`src/rtl/rgb_scheduler.sv`:
```
// Button-driven RGB scheduler: synchronised, debounced buttons queue colour requests that are
// granted round-robin and shown for a fixed hold time, followed by a dark gap. Define RGB_PWM_EN to dim the shown colour.
module rgb_scheduler #(
    parameter int DB_CYCLES   = 16,
    parameter int HOLD_CYCLES = 1000,
    parameter int GAP_CYCLES  = 100,
    parameter int DUTY        = 128
) (
    input  logic       clk,
    input  logic       rst,
    input  logic       button_red,
    input  logic       button_green,
    input  logic       button_blue,
    input  logic       button_yellow,
    output logic       led_red,
    output logic       led_green,
    output logic       led_blue,
    output logic       busy,
    output logic [3:0] pending,
    output logic [1:0] grant_id
);

    localparam int MAX_HG = (HOLD_CYCLES > GAP_CYCLES) ? HOLD_CYCLES : GAP_CYCLES;
    localparam int MAX_C  = (MAX_HG > DB_CYCLES) ? MAX_HG : DB_CYCLES;
    localparam int CW     = $clog2(MAX_C + 1);

    localparam logic [CW-1:0] DB_LAST   = CW'(DB_CYCLES - 1);
    localparam logic [CW-1:0] HOLD_LAST = CW'(HOLD_CYCLES - 1);
    localparam logic [CW-1:0] GAP_LAST  = CW'(GAP_CYCLES - 1);

    typedef enum logic [1:0] {
        IDLE,
        SHOW,
        GAP
    } state_t;

    state_t        state;
    logic [CW-1:0] cnt;
    logic [2:0]    leds;
    logic [3:0]    raw;
    logic [3:0]    sync1;
    logic [3:0]    sync2;
    logic [3:0]    level;
    logic [3:0]    rise;
    logic [3:0]    clear;
    logic [CW-1:0] db_cnt [4];
    logic          found;
    logic [1:0]    pick;
    logic [1:0]    idx;
    logic          pwm_on;

    assign raw = {button_yellow, button_blue, button_green, button_red};
    assign {led_red, led_green, led_blue} = leds;

    function automatic logic [2:0] colour_of(input logic [1:0] id);
        case (id)
            2'd0:    colour_of = 3'b100;
            2'd1:    colour_of = 3'b010;
            2'd2:    colour_of = 3'b001;
            default: colour_of = 3'b101;
        endcase
    endfunction

    // A rising edge is flagged on the same cycle the debounced level flips to 1.
    always_comb begin
        for (int unsigned i = 0; i < 4; i++) begin
            rise[i] = sync2[i] & ~level[i] & (db_cnt[i] == DB_LAST);
        end
    end

    always_ff @(posedge clk) begin
        if (rst) begin
            sync1 <= '0;
            sync2 <= '0;
            level <= '0;
            for (int unsigned i = 0; i < 4; i++) begin
                db_cnt[i] <= '0;
            end
        end else begin
            sync1 <= raw;
            sync2 <= sync1;
            for (int unsigned i = 0; i < 4; i++) begin
                if (sync2[i] != level[i]) begin
                    if (db_cnt[i] == DB_LAST) begin
                        level[i]  <= sync2[i];
                        db_cnt[i] <= '0;
                    end else begin
                        db_cnt[i] <= db_cnt[i] + CW'(1);
                    end
                end else begin
                    db_cnt[i] <= '0;
                end
            end
        end
    end

    // Round-robin search starting just after the last grant.
    always_comb begin
        found = 1'b0;
        pick  = grant_id;
        idx   = '0;
        for (int unsigned k = 0; k < 4; k++) begin
            idx = grant_id + 2'(k + 1);
            if (!found && pending[idx]) begin
                found = 1'b1;
                pick  = idx;
            end
        end
    end

    always_comb begin
        clear = '0;
        if (state == IDLE && found) begin
            clear[pick] = 1'b1;
        end
    end

`ifdef RGB_PWM_EN
    logic [7:0] pwm_cnt;

    always_ff @(posedge clk) begin
        if (rst) begin
            pwm_cnt <= '0;
        end else begin
            pwm_cnt <= pwm_cnt + 8'd1;
        end
    end

    assign pwm_on = (int'(pwm_cnt) < DUTY);
`else
    assign pwm_on = 1'b1;
`endif

    always_ff @(posedge clk) begin
        if (rst) begin
            state    <= IDLE;
            cnt      <= '0;
            leds     <= '0;
            busy     <= 1'b0;
            pending  <= '0;
            grant_id <= 2'd3;
        end else begin
            // New requests are OR-ed in after the grant clear so a same-cycle set wins.
            pending <= (pending & ~clear) | rise;
            case (state)
                IDLE: begin
                    leds <= '0;
                    if (found) begin
                        grant_id <= pick;
                        state    <= SHOW;
                        cnt      <= '0;
                        busy     <= 1'b1;
                        leds     <= colour_of(pick) & {3{pwm_on}};
                    end
                end
                SHOW: begin
                    if (cnt == HOLD_LAST) begin
                        state <= GAP;
                        cnt   <= '0;
                        leds  <= '0;
                    end else begin
                        cnt  <= cnt + CW'(1);
                        leds <= colour_of(grant_id) & {3{pwm_on}};
                    end
                end
                GAP: begin
                    leds <= '0;
                    if (cnt == GAP_LAST) begin
                        state <= IDLE;
                        cnt   <= '0;
                        busy  <= 1'b0;
                    end else begin
                        cnt <= cnt + CW'(1);
                    end
                end
                default: begin
                    state <= IDLE;
                    cnt   <= '0;
                    leds  <= '0;
                    busy  <= 1'b0;
                end
            endcase
        end
    end

endmodule

```
`config.mk`:
```
export PLATFORM = sky130hd
export DESIGN_NAME = rgb_scheduler
export DESIGN_NICKNAME = d
export VERILOG_FILES = /design/src/rtl/rgb_scheduler.sv
export SDC_FILE = /design/constraint.sdc
export NUM_CORES = 1
export LEC_CHECK = 0
export CORE_UTILIZATION = 41
export DETAILED_ROUTE_END_ITERATION = 12
export PLACE_DENSITY = 0.67
export REMOVE_ABC_BUFFERS = 1
export SYNTH_ARGS = -nofsm -noshare
export SYNTH_HDL_FRONTEND = slang
export SYNTH_SLANG_ARGS = --single-unit
```
`constraint.sdc`:
```
create_clock -name clk -period 2.9 [get_ports clk]
set_input_delay 0.435 -clock clk [delete_from_list [all_inputs] [get_ports clk]]
set_output_delay 0.435 -clock clk [all_outputs]
set_load 0.02 [all_outputs]
```
==> qor.csv <==
metric;value;unit
run_status;completed;
routabilityCongestion;0.830;
skew;8.62;ps
num_io_pins;16;
cp-end-kind;register;
rrSetupSlack;320;ps
cts_num_sinks;74;
holdCritStartpoint;sync1[0]$_SDFF_PP0_;
reg2reg_depth;8;
fillers;872;
insertion_delay;340;ps
start_kind;register;
critPathMaxFanout;10;
crit_arrival;2820;ps
power_density;465;mW/mm2
io_buffer_count;15;
core_area;0.00920;mm2
wl;6.65;mm
grt_use_total;0.149;
ctsResizeCount;0;
synthTopCellsByCount;nor2_1 (72), edfxtp_1 (40), dfxtp_1 (34);
post_cts_buffers;0;
cap_viol_max_count;0;
initial_core_util;0.422;
dpl.cell_count;543;
route.detailed.drc;0;
ys_ff_latch;74;
nets;469;
die_h;99.3;um
synth_top_cell_by_area;edfxtp_1;
grt_max_degree;17;
setup_tns;0;ps
antenna_found_initial;0;
vdd_drop_max;0.000258;V
num_vias;2777;
htreeDepth;3;
slew_headroom;0.591;
min_to;sync2[0]$_SDFF_PP0_;
seq_area_frac_synth;0.485;
layout_min_cycle_time;2580;ps
cts_hold_buf;0;
yosysTopAreaCellShare;0.310;
r2r-start;grant_id[1]$_SDFFE_PP1N_;
synth_most_common_cell;nor2_1;
die_x;99.3;um
syn_avg_cell_area;9.99;um2
drive_above_1_share;0.0603;
cts_tree;built;
final_cells;559;
dp_hpwl;4.76;mm
p_leak;1.70;nW
cts_buffers;9;
syn-instance-count;388;
dr.pass1.iters;4;
cts_buffer_depth;2;
wl_per_cell;11.9;um
die_area;0.00985;mm2
fp-row-count;35;
clk_pin_slew;70;ps
synth_edf_count;40;
viasPerCell;4.97;
min_path_type;reg2reg;
area_delta_synth_final;14.5;%
grt_overflow;0;
drt_iter0_drc;110;
fmax;388;MHz
synth_warnings;0;
netlist_area;0.00388;mm2
synth.distinct_cells;58;
synth_area_leaders;edfxtp_1 (31%), dfxtp_1 (18%), nor2_1 (7.0%);
drv_slew;0;
r2r_end;leds[1]$_SDFF_PP0_;
crit_type;reg2reg;
diodes;0;
grt_pass1_wl;11.8;mm
worst_pin_slew;608;ps
detail-route-antenna-nets;0;
synth-async-reset-ratio;0;
grt_setup_unrepaired;no;
ys.flop_type;edfxtp_1;
final_hold_viol_count;0;
worstHoldPathCells;1;
grt_pass1_vias;2758;
cts-root-buf;clkbuf_8;
finish.utilization;0.483;
finalPower;2.07;mW
setup_viol;0;
required;3140;ps
fin_crit_sh;0.889;
-- layer usage --
layer,part of all wire,routed length [um],GRT usage,vias up
met1,0.47,3110,0.180,1327
met4,0.016,107,0.0577,0
met2,0.49,3240,0.257,26
met5,0,0,0,-
li1,-,-,-,1414
met3,0.028,186,0.0372,10
-- cell usage in the layout, fill, tap and decap left out, types with 5 or more instances in the layout --
| cell | synthesis | routed |
|---|---|---|
| nand2_1 | 27 | 27 |
| ha_1 | 20 | 20 |
| nand2b_1 | 5 | 5 |
| mux2i_1 | 7 | 7 |
| nor2b_1 | 12 | 12 |
| xor2_1 | 10 | 10 |
| nor3_1 | 8 | 8 |
| and3_1 | 17 | 17 |
| clkdlybuf4s50_1 | 0 | 15 |
| dfxtp_1 | 34 | 34 |
| nand3_1 | 11 | 11 |
| nor2_1 | 72 | 72 |
| a21oi_1 | 8 | 8 |
| edfxtp_1 | 40 | 40 |
| o21ai_0 | 6 | 6 |
| conb_1 | 1 | 40 |
| xnor2_1 | 28 | 28 |
| nor4_1 | 6 | 6 |
| clkbuf_8 | 1 | 10 |
| or3_1 | 5 | 5 |
| inv_1 | 15 | 15 |
-- layout make-up --
class	count	area (um2)	share of cell area
clock buffer	14	174	0.0392
clock inverter	2	10.0	0.00225
inverter	16	62.6	0.0141
multi-input combinational	323	1990	0.449
sequential	74	1880	0.424
tap	111	139	0.0313
timing repair buffer	19	180	0.0406
-- logic make-up after synthesis --
group,count (synthesis),synth area share
DFF,74,0.485
other,1,0.000967
muxes,11,0.0365
buffers and inverters,30,0.0384
adders and majority gates,20,0.0645
xor gates and xnor gates,38,0.0858
AOI/OAI and AO/OA,37,0.0684
and+or+nand+nor,177,0.220
-- how the worst max path moves through the flow --
stage	cells after the start	startpoint	to	slack (ps)
detailed placement	8	grant_id[1]$_SDFFE_PP1N_	leds[1]$_SDFF_PP0_	330
global placement	8	grant_id[1]$_SDFFE_PP1N_	leds[1]$_SDFF_PP0_	450
global route	8	grant_id[1]$_SDFFE_PP1N_	leds[1]$_SDFF_PP0_	130
CTS	8	grant_id[1]$_SDFFE_PP1N_	leds[1]$_SDFF_PP0_	330
finish	8	grant_id[1]$_SDFFE_PP1N_	leds[1]$_SDFF_PP0_	320
floorplan	9	grant_id[0]$_SDFFE_PP1N_	leds[1]$_SDFF_PP0_	170
-- through the flow --
step / setup WS, ps / hold slack, ps / cell area (um2)
floorplan: 167 / 414 / 3940
global placement: 453 / 419 / 4260
detailed placement: 335 / 429 / 4260
CTS: 333 / 447 / 4440
global route: 130 / 463 / 4440
finish: 321 / 439 / 4440
-- where the power goes --
part | internal [mW] | switching, mW | total (mW)
logic | 0.0608 | 0.0906 | 0.151
clock network | 0.385 | 0.361 | 0.746
registers | 1.14 | 0.0287 | 1.17
total | 1.58 | 0.480 | 2.07
-- critical path, stage by stage, from the launching register on --
cell and delay (ps):
dfxtp_1 410, ha_1 420, mux2_2 380, o32ai_1 270, a2bb2oi_1 380, inv_1 140, ha_1 220, a32oi_1 190
nor2_1 60
-- registers in the layout (all words and copies together) (netlist names) --
name	flops
grant_id	2
sync2	4
cnt	10
db_cnt	40
pending	4
leds	3
level	4
sync1	4
state	2
busy	1
(Power assumes the default switching activity.)
